===== config.mk =====
export PLATFORM = sky130hd
export DESIGN_NAME = uart_rx_fifo_flat
export DESIGN_NICKNAME = d
export VERILOG_FILES = /design/src/rtl/uart_pkg.sv /design/src/rtl/uart_rx_fifo_if.sv /design/src/rtl/sync_fifo.sv /design/src/rtl/uart_rx_fifo.sv /design/src/flat_wrapper.sv
export SDC_FILE = /design/constraint.sdc
export NUM_CORES = 1
export LEC_CHECK = 0
export BUFFER_PORTS_ARGS = -buffer_cell sky130_fd_sc_hd__buf_2
export CAP_MARGIN = 10
export CORE_MARGIN = 2
export CORE_UTILIZATION = 40
export CTS_CLUSTER_SIZE = 20
export DETAILED_ROUTE_END_ITERATION = 6
export PLACE_DENSITY = 0.53
export REMOVE_ABC_BUFFERS = 1
export SLEW_MARGIN = 20
export SYNTH_ARGS = -nofsm -noshare
export SYNTH_HDL_FRONTEND = slang
export SYNTH_SLANG_ARGS = --single-unit

===== constraint.sdc =====
create_clock -name clk -period 5.95 [get_ports clk]
set_input_delay 0.595 -clock clk [delete_from_list [all_inputs] [get_ports clk]]
set_output_delay 0.595 -clock clk [all_outputs]
set_load 0.05 [all_outputs]

===== src/rtl/uart_pkg.sv =====
// Shared types, parity encodings and parameter-legality helpers for the UART blocks.
package uart_pkg;

  typedef enum logic [2:0] {
    StIdle,
    StStart,
    StData,
    StParity,
    StStop
  } rx_state_t;

  localparam int unsigned PARITY_NONE = 0;
  localparam int unsigned PARITY_ODD  = 1;
  localparam int unsigned PARITY_EVEN = 2;

  function automatic bit clks_per_bit_ok(int unsigned n);
    return n >= 4;
  endfunction

  function automatic bit data_bits_ok(int unsigned n);
    return (n >= 5) && (n <= 8);
  endfunction

  function automatic bit parity_ok(int unsigned p);
    return p <= PARITY_EVEN;
  endfunction

  function automatic bit stop_bits_ok(int unsigned n);
    return (n == 1) || (n == 2);
  endfunction

  function automatic bit fifo_depth_ok(int unsigned d);
    return (d >= 2) && ((d & (d - 1)) == 0);
  endfunction

endpackage


===== src/rtl/uart_rx_fifo_if.sv =====
// Consumer-side register interface of the UART receiver: FIFO head, pop, level and sticky errors.
interface uart_rx_fifo_if #(
  parameter int unsigned DATA_BITS  = 8,
  parameter int unsigned FIFO_DEPTH = 4
);
  localparam int unsigned LevelW = $clog2(FIFO_DEPTH) + 1;

  logic                 re;
  logic                 clr_err;
  logic [DATA_BITS-1:0] dout;
  logic                 empty;
  logic [LevelW-1:0]    level;
  logic                 frame_err;
  logic                 parity_err;
  logic                 overrun;

  modport master (
    output re, clr_err,
    input  dout, empty, level, frame_err, parity_err, overrun
  );

  modport slave (
    input  re, clr_err,
    output dout, empty, level, frame_err, parity_err, overrun
  );
endinterface


===== src/rtl/sync_fifo.sv =====
// First-word-fall-through synchronous FIFO with registered empty/level; push succeeds when full
// if a pop happens in the same cycle.
module sync_fifo #(
  parameter int unsigned WIDTH = 8,
  parameter int unsigned DEPTH = 4
) (
  input  logic                       clk,
  input  logic                       rst,
  input  logic                       push,
  input  logic [WIDTH-1:0]           wdata,
  input  logic                       pop,
  output logic [WIDTH-1:0]           rdata,
  output logic                       empty,
  output logic                       full,
  output logic [$clog2(DEPTH):0]     level
);
  localparam int unsigned AW = $clog2(DEPTH);

  logic [WIDTH-1:0] mem_q [DEPTH];
  logic [AW:0]      wptr_q, rptr_q, level_q, level_d;
  logic             empty_q;
  logic             do_push, do_pop;

  assign full    = (wptr_q[AW] != rptr_q[AW]) && (wptr_q[AW-1:0] == rptr_q[AW-1:0]);
  assign do_pop  = pop && !empty_q;
  assign do_push = push && (!full || do_pop);

  always_comb begin
    level_d = level_q;
    if (do_push && !do_pop) begin
      level_d = level_q + (AW+1)'(1);
    end else if (!do_push && do_pop) begin
      level_d = level_q - (AW+1)'(1);
    end
  end

  always_ff @(posedge clk) begin
    if (rst) begin
      wptr_q  <= '0;
      rptr_q  <= '0;
      level_q <= '0;
      empty_q <= 1'b1;
    end else begin
      if (do_push) wptr_q <= wptr_q + (AW+1)'(1);
      if (do_pop)  rptr_q <= rptr_q + (AW+1)'(1);
      level_q <= level_d;
      empty_q <= (level_d == '0);
    end
  end

  always_ff @(posedge clk) begin
    if (do_push) mem_q[wptr_q[AW-1:0]] <= wdata;
  end

  assign rdata = mem_q[rptr_q[AW-1:0]];
  assign empty = empty_q;
  assign level = level_q;
endmodule


===== src/rtl/uart_rx_fifo.sv =====
// UART receiver with configurable frame format, 2-flop input synchroniser, FWFT receive FIFO
// and sticky frame/parity/overrun flags. Never stalls: frames arriving into a full FIFO are dropped.
module uart_rx_fifo
  import uart_pkg::*;
#(
  parameter int unsigned CLKS_PER_BIT = 1000,
  parameter int unsigned DATA_BITS    = 8,
  parameter int unsigned PARITY       = 0,
  parameter int unsigned STOP_BITS    = 1,
  parameter int unsigned FIFO_DEPTH   = 4
) (
  input  logic          clk,
  input  logic          rst,
  input  logic          rx,
  uart_rx_fifo_if.slave bus
);
  localparam int unsigned CntW    = $clog2(CLKS_PER_BIT);
  localparam int unsigned HalfCnt = (CLKS_PER_BIT - 1) / 2;

  if (!clks_per_bit_ok(CLKS_PER_BIT)) begin : gen_bad_cpb
    $error("CLKS_PER_BIT must be at least 4");
  end
  if (!data_bits_ok(DATA_BITS)) begin : gen_bad_data
    $error("DATA_BITS must be 5..8");
  end
  if (!parity_ok(PARITY)) begin : gen_bad_parity
    $error("PARITY must be 0, 1 or 2");
  end
  if (!stop_bits_ok(STOP_BITS)) begin : gen_bad_stop
    $error("STOP_BITS must be 1 or 2");
  end
  if (!fifo_depth_ok(FIFO_DEPTH)) begin : gen_bad_depth
    $error("FIFO_DEPTH must be a power of 2, at least 2");
  end

  logic                 rx_m_q, rx_s_q;
  rx_state_t            state_q, state_d;
  logic [CntW-1:0]      cnt_q, cnt_d;
  logic [2:0]           bit_q, bit_d;
  logic                 stop_q, stop_d;
  logic [DATA_BITS-1:0] shift_q, shift_d;
  logic                 par_bad_q, par_bad_d;
  logic                 frm_bad_q, frm_bad_d;
  logic                 frame_err_q, parity_err_q, overrun_q;
  logic                 sample, commit, frame_bad, good;
  logic                 set_frame, set_par, set_ovr, push, fifo_full;

  assign sample = (cnt_q == CntW'(CLKS_PER_BIT - 1));

  always_comb begin
    state_d   = state_q;
    cnt_d     = cnt_q + CntW'(1);
    bit_d     = bit_q;
    stop_d    = stop_q;
    shift_d   = shift_q;
    par_bad_d = par_bad_q;
    frm_bad_d = frm_bad_q;
    commit    = 1'b0;
    unique case (state_q)
      StIdle: begin
        cnt_d     = '0;
        bit_d     = '0;
        stop_d    = 1'b0;
        par_bad_d = 1'b0;
        frm_bad_d = 1'b0;
        if (!rx_s_q) state_d = StStart;
      end
      StStart: begin
        if (cnt_q == CntW'(HalfCnt)) begin
          cnt_d   = '0;
          state_d = rx_s_q ? StIdle : StData;
        end
      end
      StData: begin
        if (sample) begin
          cnt_d   = '0;
          shift_d = {rx_s_q, shift_q[DATA_BITS-1:1]};
          if (bit_q == 3'(DATA_BITS - 1)) begin
            bit_d   = '0;
            state_d = (PARITY != PARITY_NONE) ? StParity : StStop;
          end else begin
            bit_d = bit_q + 3'd1;
          end
        end
      end
      StParity: begin
        if (sample) begin
          cnt_d     = '0;
          par_bad_d = ((^shift_q) ^ rx_s_q) != (PARITY == PARITY_ODD);
          state_d   = StStop;
        end
      end
      StStop: begin
        if (sample) begin
          cnt_d = '0;
          if (!rx_s_q) frm_bad_d = 1'b1;
          // Leave at mid-stop-bit so the next start edge is not missed.
          if (stop_q == 1'(STOP_BITS - 1)) begin
            commit  = 1'b1;
            state_d = StIdle;
          end else begin
            stop_d = 1'b1;
          end
        end
      end
      default: state_d = StIdle;
    endcase
  end

  assign frame_bad = frm_bad_q || !rx_s_q;
  assign set_frame = commit && frame_bad;
  assign set_par   = commit && par_bad_q;
  assign good      = commit && !frame_bad && !par_bad_q;
  assign set_ovr   = good && fifo_full && !bus.re;
  assign push      = good && !set_ovr;

  always_ff @(posedge clk) begin
    if (rst) begin
      rx_m_q       <= 1'b1;
      rx_s_q       <= 1'b1;
      state_q      <= StIdle;
      cnt_q        <= '0;
      bit_q        <= '0;
      stop_q       <= 1'b0;
      shift_q      <= '0;
      par_bad_q    <= 1'b0;
      frm_bad_q    <= 1'b0;
      frame_err_q  <= 1'b0;
      parity_err_q <= 1'b0;
      overrun_q    <= 1'b0;
    end else begin
      rx_m_q       <= rx;
      rx_s_q       <= rx_m_q;
      state_q      <= state_d;
      cnt_q        <= cnt_d;
      bit_q        <= bit_d;
      stop_q       <= stop_d;
      shift_q      <= shift_d;
      par_bad_q    <= par_bad_d;
      frm_bad_q    <= frm_bad_d;
      frame_err_q  <= set_frame || (frame_err_q && !bus.clr_err);
      parity_err_q <= set_par || (parity_err_q && !bus.clr_err);
      overrun_q    <= set_ovr || (overrun_q && !bus.clr_err);
    end
  end

  sync_fifo #(
    .WIDTH (DATA_BITS),
    .DEPTH (FIFO_DEPTH)
  ) u_fifo (
    .clk   (clk),
    .rst   (rst),
    .push  (push),
    .wdata (shift_q),
    .pop   (bus.re),
    .rdata (bus.dout),
    .empty (bus.empty),
    .full  (fifo_full),
    .level (bus.level)
  );

  assign bus.frame_err  = frame_err_q;
  assign bus.parity_err = parity_err_q;
  assign bus.overrun    = overrun_q;
endmodule


===== src/flat_wrapper.sv =====
// flat-port wrapper written by rule: the top's interface ports become plain ports
module uart_rx_fifo_flat import uart_pkg::*;
#(
  parameter int unsigned CLKS_PER_BIT = 1000,
  parameter int unsigned DATA_BITS    = 8,
  parameter int unsigned PARITY       = 0,
  parameter int unsigned STOP_BITS    = 1,
  parameter int unsigned FIFO_DEPTH   = 4
)
  (clk, rst, rx, bus_re, bus_clr_err, bus_dout, bus_empty, bus_level, bus_frame_err, bus_parity_err, bus_overrun);
  uart_rx_fifo_if #(.DATA_BITS(DATA_BITS), .FIFO_DEPTH(FIFO_DEPTH)) bus_i ();
  input  logic clk;
  input  logic rst;
  input  logic rx;
  input wire logic [$bits(bus_i.re)-1:0] bus_re;
  input wire logic [$bits(bus_i.clr_err)-1:0] bus_clr_err;
  output wire logic [$bits(bus_i.dout)-1:0] bus_dout;
  output wire logic [$bits(bus_i.empty)-1:0] bus_empty;
  output wire logic [$bits(bus_i.level)-1:0] bus_level;
  output wire logic [$bits(bus_i.frame_err)-1:0] bus_frame_err;
  output wire logic [$bits(bus_i.parity_err)-1:0] bus_parity_err;
  output wire logic [$bits(bus_i.overrun)-1:0] bus_overrun;
  assign bus_i.re = bus_re;
  assign bus_i.clr_err = bus_clr_err;
  assign bus_dout = bus_i.dout;
  assign bus_empty = bus_i.empty;
  assign bus_level = bus_i.level;
  assign bus_frame_err = bus_i.frame_err;
  assign bus_parity_err = bus_i.parity_err;
  assign bus_overrun = bus_i.overrun;
  uart_rx_fifo #(.CLKS_PER_BIT(CLKS_PER_BIT), .DATA_BITS(DATA_BITS), .PARITY(PARITY), .STOP_BITS(STOP_BITS), .FIFO_DEPTH(FIFO_DEPTH)) u_core (.clk(clk), .rst(rst), .rx(rx), .bus(bus_i));
endmodule

Yosys cells after proc, flatten, opt, wreduce, memory -nomap -nowiden. Memory sizes are Yosys's and may differ from the RTL's. A register that Yosys moved wholly into a read port is not among the register bits. Index checks and enable logic that the tools add are counted.

Memories: 1. Bits in writable memories: 32. Word-level logic and storage cells: 116. Input bits: 5. Output and inout port bits: 15. Register bits: 42.

Memory list: u_core.u_fifo.mem_q (words 4, width 8, rd ports 1, clocked after memory_dff 1, write ports 1, line sync_fifo.sv:19) `logic [WIDTH-1:0] mem_q [DEPTH];`.

Bitwise operators: 1. Reduce and logical (&&, ||, !) cells: 43. Muxes and demuxes: 32. $add $sub $neg: 6. Equality and inequality tests: 17.

Operators with widths (number): $mux W3 (11); $pmux W10 S3 (1); $mux W10 (2); $logic_and A1 B1 Y1 (15); $pmux W3 S5 (1); $add A3 B1 Y3 const B (4); $add A10 B1 Y10 const B (1); $eq A10 B10 Y1 const B (1); $eq A10 B9 Y1 const B (1); $logic_not A1 Y1 (10); $mux W1 (10); $ne A2 B1 Y1 const B (5); $reduce_and A2 Y1 (4); $reduce_xor A8 Y1 (1); $reduce_and A7 Y1 (1); $eq A3 B2 Y1 const B (2); $eq A3 B3 Y1 const B (2); $logic_not A3 Y1 (2); $mux W2 (3); $ne A2 B2 Y1 const B (3); $pmux W1 S2 (3); $pmux W3 S2 (1); $reduce_bool A2 Y1 (3); $logic_or A1 B1 Y1 (5); 7 further kinds (7).

Logic depth before layout (Yosys ltp). Gate-level depths: netlist of run 1.

Word-level depth: 15. Mapped depth: 8. Depth with buffers taken out: 8.

Hierarchy. Synthesis of run 1 repeated with hierarchy kept, for this count alone.

Cell total of the unflattened synthesis: 283. Area, all modules: 3402.0 µm².

By module, submodules not included: sync_fifo (area each 1800.5 µm², instances 1, seq. area each 1201.2 µm², cells an instance 116); uart_rx_fifo (area each 1601.5 µm², instances 1, seq. area each 640.6 µm², cells an instance 167).

Least setup slack after synthesis of run 1. Ideal clock, no wire load.

Kind: reg-to-output. Start: register with a tool-made name. End: output port bus_dout[0]. Buffers on the path: 1. Setup slack: 3918 ps. Cell stages (with the launch flop): 3. Arrival time: 1437 ps. Data required time: 5355 ps. Cell sequence: dfxtp_1 > clkbuf_1 > mux4_2.

RTL lines: to (decl) (line flat_wrapper.sv:17) `output wire logic [$bits(bus_i.dout)-1:0] bus_dout;`.

Worst setup path in the final report of run 1.
Start: register u_core.cnt_q[0]. End: register u_core.bit_q[0].

Longest elaborated chain between the ends: 3.

RTL lines: from (decl) (line uart_rx_fifo.sv:38) `logic [CntW-1:0] cnt_q, cnt_d;`; from (signal assigned) (line uart_rx_fifo.sv:135) `cnt_q <= cnt_d;`; $eq A10 B10 Y1 (line uart_rx_fifo.sv:48) `assign sample = (cnt_q == CntW'(CLKS_PER_BIT - 1));`; $ne A2 B1 Y1 (no line); $reduce_and A2 Y1 (no line); to (signal assigned) (line uart_rx_fifo.sv:136) `bit_q <= bit_d;`; to (decl) (line uart_rx_fifo.sv:39) `logic [2:0] bit_q, bit_d;`.

Every way passes these cells. A chain may end at the register's enable or synchronous reset.

==> flow_results.org, run 1 <==
** Synthesis
- Post-synthesis cell type with the largest combined area :: edfxtp_1
- After synthesis the cells add up to 3229 µm².
- Post-synthesis xor/xnor area fraction :: 0.06238
- By count the netlist is led by dfxtp_1 (44), edfxtp_1 (32), nor2_1 (28), nand2_1 (25), a21oi_1 (17).
- Most frequent cell after synthesis :: dfxtp_1
- The netlist uses 44 different library cells.
- Dominant cells by area after synthesis :: edfxtp_1 (30%), dfxtp_1 (27%), mux4_2 (5.6%), xnor2_1 (4.1%), ha_1 (3.9%)
- The share of the Yosys chip area taken by registers is 0.5703.
- Async set-reset flop share out of synthesis :: 0
- Area share of fa/ha/maj cells after synthesis :: 0.03874
- Mean post-synth cell area :: 11.66 µm²
- Post-Synth Simple-Gate Area :: 0.1600
- The compound-gate portion of the synthesized area is 0.07749.
- Largest family of logic cells by synthesized area :: simple AND/OR/NAND/NOR gates
- Prevailing post-synth register cell :: dfxtp_1
- After synthesis, the share of cell area in mux cells is 0.06354.
- Flip-flop and latch count after synthesis :: 76
- Post-Synthesis Cells :: 277
- Synthesis warning total :: 0
- Of the post-synthesis cell area, the dominant cell type holds 0.2976.
- In this run, synthesis inferred 32 flip-flops with an integrated enable.

** STA
- Max-slew headroom at the worst pin :: 0.4419
- Between clock sinks in the finished design, the worst skew comes to 6.465 ps.
- Achievable Freq :: 0.3632 GHz
- After layout, the minimum clock period comes to 2753 ps.
- Total negative setup slack :: 0 ps
- Setup repair after global routing left no endpoint under its margin.
- Setup violation total in the final timing report :: 0
- Final Hold Vio Count :: 0
- The count of pins over their slew limit was 0.
- At the pin with the least slew margin, the transition time is 832.6 ps.
- In the finished design, the share of the clock period the worst path needs comes to 0.4627.

** Routing
- The detailed router finished its first iteration with 69 violations.
- Across all layers, the routed design uses 1969 vias.
- DRC violation count after routing :: 0
- Using the TritonRoute via totals, the vias-per-cell ratio works out to 4.886.
- Wires add up to 5322 µm.
- Before antenna repair, the detailed router went through 4 iterations.
- In this run the remaining antenna-violating nets after routing total 0.
- Dividing the detail-routed wire length by the instance count gives 13.21 µm.

** Floorplan
- Area of the die :: 8808 µm²
- During I/O placement, the number of pins put on the boundary was 20.
- The initial utilization of the core area, before any placement, comes to 0.4158.
- Die span in x :: 93.85 µm
- Core Footprint :: 7767 µm²
- Row Count :: 32
- Chip height :: 93.85 µm

** Global route
- Initial antenna violation count :: 0
- Remaining Overflow, GRT :: 0
- The first global-routing pass estimated 9301 µm of wire.
- Pin count of the biggest net entering global routing :: 35
- Total Routing Usage GR :: 0.1367
- The via count of the first global-routing pass was 1966.

** Worst setup path
- Biggest fanout along the worst timing path :: 15
- The worst setup path is captured at a flop.
- For flop-to-flop paths, the worst setup slack is 3200 ps.
- Critical Setup Path Class :: reg2reg
- In this run the worst setup path begins at u_core.cnt_q[0].
- Category of the worst setup path launch point :: flop
- Worst Path Arrival :: 3020 ps
- Launch instance of the worst register-to-register path :: u_core.cnt_q[0]
- The worst register-to-register path ends at u_core.bit_q[0].
- For the worst setup path, the data required time is 6220 ps.
- Setup crit end :: u_core.bit_q[0]
- For the worst flop-to-flop path, the logic depth is 7.

** Clock network
- H-Tree Depth :: 3
- Worst skew pair latency :: 340 ps
- CTS Sinks :: 76
- Once the clock tree was built, the setup fixing pass inserted 0 buffers.
- Max Buffers Root-to-Sink :: 2
- Cts repair resizes :: 0
- CTS tree :: done
- In this run, CTS created clock tree buffers numbering 9.
- CTS placed an instance of clkbuf_8 at the clock tree root.
- Buffers inserted to repair hold after CTS numbered 0.
- Clock-pin slew of the registers on the worst-case setup and hold paths :: 80 ps

** Pwr
- Sum of internal, switching and leakage power :: 1.206 mW
- In this run the static leakage power is 1.276 nW.
- VDD sags by at most 0.0001681 V.
- Power density normalized to cell area :: 332.8 nW/µm²

** Run status
- The flow ran to the end, and the final reports show no timing, DRC or antenna violations.

** Placement
- Detailed placer's ending HPWL :: 3657 µm
- In this run, placement finished with an instance count of 387.
- In this run the cell area measured after placement is 3401 µm².
- Last weighted congestion value of the routability-driven placer :: 0.7865
- Buffers on Ports :: 19

** Cells and area
- Compared with the post-synthesis result, the final layout area differs by 12.20%.
- Post-route core utilization :: 0.4665
- The repair_antennas step left the layout with diodes totalling 0.
- The net count of the finished layout is 311.
- Fillcell total :: 746
- Ratio of cells with drive above 1 in the final layout :: 0.1860
- Fin area :: 3623 µm²
- The finished layout holds 403 standard cells, fillers aside.

** Min path
- Number of stages on the worst hold path :: 1
- Path category of the worst min-delay check :: reg2reg

** Run
- Max capacitance violation total :: 0
==> state kept, by name (all words and copies together), names as in the netlist, named ones only <==
| register | flops |
|---|---|
| u_core.bit_q | 3 |
| u_core.bus.frame_err | 1 |
| u_core.bus.overrun | 1 |
| u_core.bus.parity_err | 1 |
| u_core.cnt_q | 10 |
| u_core.frm_bad_q | 1 |
| u_core.par_bad_q | 1 |
| u_core.rx_m_q | 1 |
| u_core.rx_s_q | 1 |
| u_core.shift_q | 8 |
| u_core.state_q | 3 |
| u_core.stop_q | 1 |
| u_core.u_fifo.empty | 1 |
| u_core.u_fifo.level | 3 |
| u_core.u_fifo.mem_q | 32 |
| u_core.u_fifo.rptr_q | 3 |
| u_core.u_fifo.wptr_q | 3 |
==> cell usage in the layout (no fill, tap or decap), drive strengths merged, types with 10 or more instances in the layout <==
cell type | netlist | layout
nor2 | 28 | 28
edfxtp | 32 | 32
a21oi | 18 | 18
dfxtp | 44 | 44
nand2 | 25 | 25
nand3 | 11 | 11
inv | 10 | 12
ha | 10 | 10
buf | 4 | 19
xnor2 | 15 | 15
==> metrics by stage <==
stage / setup WS [ps] / hold WS (ps)
CTS: 3176 / 411.4
floorplan: 3604 / 389.5
detailed placement: 3214 / 392.8
finish: 3197 / 409.9
global placement: 3266 / 393.0
global route: 2850 / 420.6
==> cell families (layout without fill, tap and decap cells) <==
kind of cell               Yosys count  count (layout)
muxes                               10              10
buffers and inverters               21              45
xor gates and xnor gates            23              23
and+or+nand+nor                     98              98
AOI/OAI and AO/OA                   39              39
DFF                                 76              76
adders and majority gates           10              10
==> layout make-up <==
class                      instances  area [µm²]  area share
multi-input combinational        180        1299      0.3584
clock inverter                     7       98.84     0.02728
inverter                          10       37.54     0.01036
tap                              102       127.6     0.03522
timing repair buffer              19       95.09     0.02624
clock buffer                       9       123.9     0.03419
sequential                        76        1842      0.5083
==> critical path: stages (launching register included) <==
cell and delay (ps):
dfxtp_1 350, ha_1 280, nand4b_1 140, nor3_2 650, nand2_1 230, or3_1 520
or3_1 360, a21oi_1 140
==> routing by layer <==
metal / track usage / part of all wire / up-vias
li1: - / - / 1022
met1: 0.1805 / 0.49 / 915
met2: 0.2089 / 0.46 / 22
met3: 0.03612 / 0.034 / 10
met4: 0.06522 / 0.022 / 0
met5: 0 / 0 / -
==> worst min path at each step <==
stage	from	endpoint	slack, ps
floorplan	u_core.rx_m_q	u_core.rx_s_q	390
global placement	u_core.rx_m_q	u_core.rx_s_q	390
detailed placement	u_core.rx_m_q	u_core.rx_s_q	390
CTS	u_core.rx_m_q	u_core.rx_s_q	410
global route	rx	u_core.rx_m_q	420
finish	u_core.rx_m_q	u_core.rx_s_q	410
==> where the power goes <==
group,internal (mW),switching [mW]
Clock,0.239,0.193
Sequential,0.556,0.0246
Combinational,0.0687,0.125
Total,0.863,0.343
Power figures use the tool's default switching activity.
==> run 2, diff against run 1 <==
--- a/config.mk
+++ b/config.mk
@@ -5,13 +5,14 @@
 export SDC_FILE = /design/constraint.sdc
 export NUM_CORES = 1
 export LEC_CHECK = 0
+export ABC_AREA = 1
 export BUFFER_PORTS_ARGS = -buffer_cell sky130_fd_sc_hd__buf_2
 export CAP_MARGIN = 10
 export CORE_MARGIN = 2
 export CORE_UTILIZATION = 40
 export CTS_CLUSTER_SIZE = 20
 export DETAILED_ROUTE_END_ITERATION = 6
-export PLACE_DENSITY = 0.53
+export PLACE_DENSITY = 0.55
 export REMOVE_ABC_BUFFERS = 1
 export SLEW_MARGIN = 20
 export SYNTH_ARGS = -nofsm -noshare
==> constraint.sdc (replaced) <==
create_clock -name clk -period 2.4 [get_ports clk]
set_input_delay 0.24 -clock clk [delete_from_list [all_inputs] [get_ports clk]]
set_output_delay 0.24 -clock clk [all_outputs]
set_load 0.05 [all_outputs]
==> run 2 against run 1 <==
Hold slack got worse by 320 ps. Sequential share of layout area is 3.4 points lower. Worst setup slack worse by 2900 ps. Largest power group unchanged. Sequential power increased to 2.6 times the previous value. Synthesized cell count is 37% higher. Non-clock buffer count grew 5. Sequential cell count did not move. Largest cell class unchanged.
==> flow_results.org, run 2 <==
** STA
- The count of pins over their slew limit was 0 (unchanged).
- Clk_skew :: 9.643 ps (+3.178 ps)
- Max-slew headroom at the worst pin :: 0.6691 (+0.2272)
- Based on the critical path, the design can be clocked at up to 0.4818 GHz.
- Final Hold Vio Count :: 0 (unchanged)
- Setup violation total in the final timing report :: 0 (unchanged)
- Actual transition at the worst max-transition pin :: 495.8 ps (-336.8 ps)
- Total negative setup slack :: 0 ps (unchanged)
- Min Hold Slack :: 88.23 ps (-321.7 ps)
- RSZ-0062 raised after global routing :: false
- Period Utilization, post-route :: 0.8648
- Min Tclk post-route :: 2075 ps

** Floorplan
- Number of top-level pins :: 20 (unchanged)
- Area of the die :: 9337 µm² (+6.0%)
- Row Count :: 33 (+3.1%)
- The width of the die was 96.63 µm (+3.0%).
- Chip height :: 96.63 µm (+3.0%)
- Core Footprint :: 8258 µm² (+6.3%)
- Initial core utilization :: 0.4156 (about the same)

** Synthesis
- Post-Synthesis Cell Area :: 3432 µm² (+6.3%)
- Dominant cells by area after synthesis :: edfxtp_1 (28%), dfxtp_1 (26%), nor2_1 (5.6%), o21ai_0 (5.0%), inv_1 (4.7%)
- The register area share after synthesis is 0.5366 (-0.03368).
- The number of enable flip-flop cells after synthesis was 32 (unchanged).
- The Yosys warning count was 0 (unchanged).
- The most common cell in the synthesized netlist is nor2_1.
- Post-Synthesis Cells :: 380 (+37%)
- Post-synthesis cell type with the largest combined area :: edfxtp_1
- Number of distinct library cell variants in the gate-level netlist after synthesis :: 38 (-14%)
- Flip-flop and latch count after synthesis :: 76 (unchanged)
- Ranked by instance count, the synthesized netlist is headed by nor2_1 (51), dfxtp_1 (44), inv_1 (43), nand2_1 (43), o21ai_0 (34).
- The fraction of synthesis flops using an asynchronous set or reset pin is 0 (unchanged).
- Prevailing post-synth register cell :: dfxtp_1
- The average cell area after synthesis is 9.032 µm² (-23%).
- Top-area cell type share of the netlist area :: 0.2800 (-0.01757)

** Routing
- DRC violation count after routing :: 0 (unchanged)
- Final WL :: 6517 µm (+22%)
- The number of iterations in the first detailed-routing pass is 4 (unchanged).
- Remaining number of nets flagged by the antenna check after routing :: 0 (unchanged)
- The ratio of routed vias to standard cells was 4.820 (-1.3%).
- Starting DRT DRC Count :: 111 (+61%)
- The routed via count is 2497 (+27%).
- Average wire length per cell after detail routing :: 12.58 µm (-4.7%)

** Clock network
- Clock-pin slew of the registers on the worst-case setup and hold paths :: 80 ps (about the same)
- Cts hold-fix bufs :: 0 (unchanged)
- H-Tree Depth :: 3 (unchanged)
- The maximum buffer depth of the clock tree came to 2 (unchanged).
- Worst skew pair latency :: 330 ps (about the same)
- The root buffer cell chosen for the clock tree is clkbuf_8.
- The number of CTS-inserted buffers was 9 (unchanged).
- CTS Sinks :: 76 (unchanged)
- The number of buffers added for setup after CTS was 0 (unchanged).
- CTS tree :: done
- Cts repair resizes :: 0 (unchanged)

** Pwr
- Sum of internal, switching and leakage power :: 3.480 mW (+190%)
- VDD IR-drop max :: 0.0004828 V (+190%)
- The leakage power figure came to 1.598 nW (+25%).
- Power density normalized to cell area :: 896.9 nW/µm² (+170%)

** Placement
- Last weighted congestion value of the routability-driven placer :: 0.9561 (+22%)
- Buffers on Ports :: 19 (unchanged)
- The placed wire-length estimate after detailed placement was 4790 µm (+31%).

** Worst setup path
- The required time at the worst-slack endpoint was 2160 ps (-4060 ps).
- Category of the worst setup path launch point :: flop
- The largest fanout on the critical path was 16 (+1).
- Critical Setup Path Class :: reg2out
- STA classifies the critical path endpoint as a primary output.
- Launch instance of the worst register-to-register path :: u_core.cnt_q[0]
- The worst path arrival time is 1840 ps (-1180 ps).

** Cells and area
- The number of diodes added for antenna fixing was 0 (unchanged).
- Synth-to-Final Area Change :: 13.05%
- Ratio of cells with drive above 1 in the final layout :: 0.1937 (+0.007658)
- The flip-flop count of the largest register, all copies and words added came to 32 (unchanged).
- The post-layout net count is 423 (+36%).
- Top library cells by usage in the layout, fill and taps aside :: nor2_1 (51), dfxtp_1 (44), inv_1 (43), nand2_1 (43), o21ai_0 (34)
- Most common cell after layout, fill and taps aside :: nor2_1

** Global route
- The combined global-route utilization of all metal layers came to 0.1462 (+0.009444).
- Remaining Overflow, GRT :: 0 (unchanged)
- Via count of the first global-routing pass :: 2426 (+23%)
- The pin count of the biggest net entering global routing came to 17 (-51%).
- The number of antenna violations at the first check in global routing was 0 (unchanged).
- Global-route wire length before repair :: 11140 µm (+20%)

** Run status
- Status :: finished, final reports clean

** Min path
- The worst hold path begins at rx.
- The min-delay analysis places its worst path in the category in2reg.

** Run
- Max capacitance violation total :: 0 (unchanged)
[run 2: cell count changes after synthesis, moves of 6 or more]
cell | previous run | this run
nor2_2 | 0 | 7
inv_1 | 10 | 43
inv_2 | 0 | 8
nand2_2 | 0 | 7
nand3_1 | 11 | 17
nor2_1 | 28 | 51
nor3_1 | 4 | 13
xor2_1 | 8 | 2
mux4_2 | 8 | 0
o21ai_0 | 6 | 34
o22ai_1 | 0 | 8
xnor2_1 | 15 | 8
nand2_1 | 25 | 43
[run 2: metal layers]
metal,share of wire,track usage,wire length [µm],vias to the layer above
met5,0,0,0,-
met4,0.030,0.08776,196,0
met3,0.039,0.03396,251,19
met2,0.45,0.2217,2902,58
met1,0.49,0.1899,3167,1103
li1,-,-,-,1317
[run 2: worst paths after layout]
check | endpoint | slack [ps] | cells past startpoint
hold reg to reg | u_core.rx_s_q | 420 | 1
setup / recovery | bus_dout[4] | 320 | 5
setup reg to reg | u_core.u_fifo.mem_q[1][5] | 370 | 10
hold / removal | u_core.rx_m_q | 90 | 2
[run 2: area by class of cell]
type	count	area, µm²
clock inverters	7	98.84
multi-input cells	245	1356
well taps	105	131.4
repair buffers	24	132.6
clock buffers	9	123.9
inverters	52	195.2
flip-flops and latches	76	1842
fillers	836	4378
[run 2: kinds of logic after synthesis]
| family | Yosys count | synth area share |
|---|---|---|
| flip-flops | 76 | 0.5366 |
| AND/OR/NAND/NOR | 159 | 0.2264 |
| AO/OA/AOI/OAI | 66 | 0.1068 |
| buffers and inverters | 59 | 0.06817 |
| XOR/XNOR | 10 | 0.02552 |
| adder cells (fa/ha/maj) | 10 | 0.03646 |
[run 2: where the power goes]
| group | switching (mW) | internal (mW) | total (mW) | leakage [nW] |
|---|---|---|---|---|
| Clock | 0.465 | 0.592 | 1.06 | 0.110 |
| Combinational | 0.686 | 0.258 | 0.943 | 0.834 |
| Sequential | 0.0661 | 1.41 | 1.48 | 0.654 |
| Total | 1.22 | 2.26 | 3.48 | 1.60 |
[run 2: critical path, stage by stage, from the launching register on]
cell and delay [ps]:
dfxtp_1 330, buf_4 180, inv_1 300, nor2_1 110, o22ai_1 260, buf_2 310
[run 2: stage by stage]
stage | cell area [µm²] | util | cells | worst slack [ps]
floorplan | 3393 | - | 373 | 411.2
global placement | 3657 | 0.4429 | 502 | 454.1
detailed placement | 3657 | 0.4429 | 502 | 375.8
CTS | 3880 | 0.4698 | 518 | 342.1
global route | 3880 | 0.4698 | 518 | 204.8
finish | 3880 | 0.4698 | 518 | 324.6
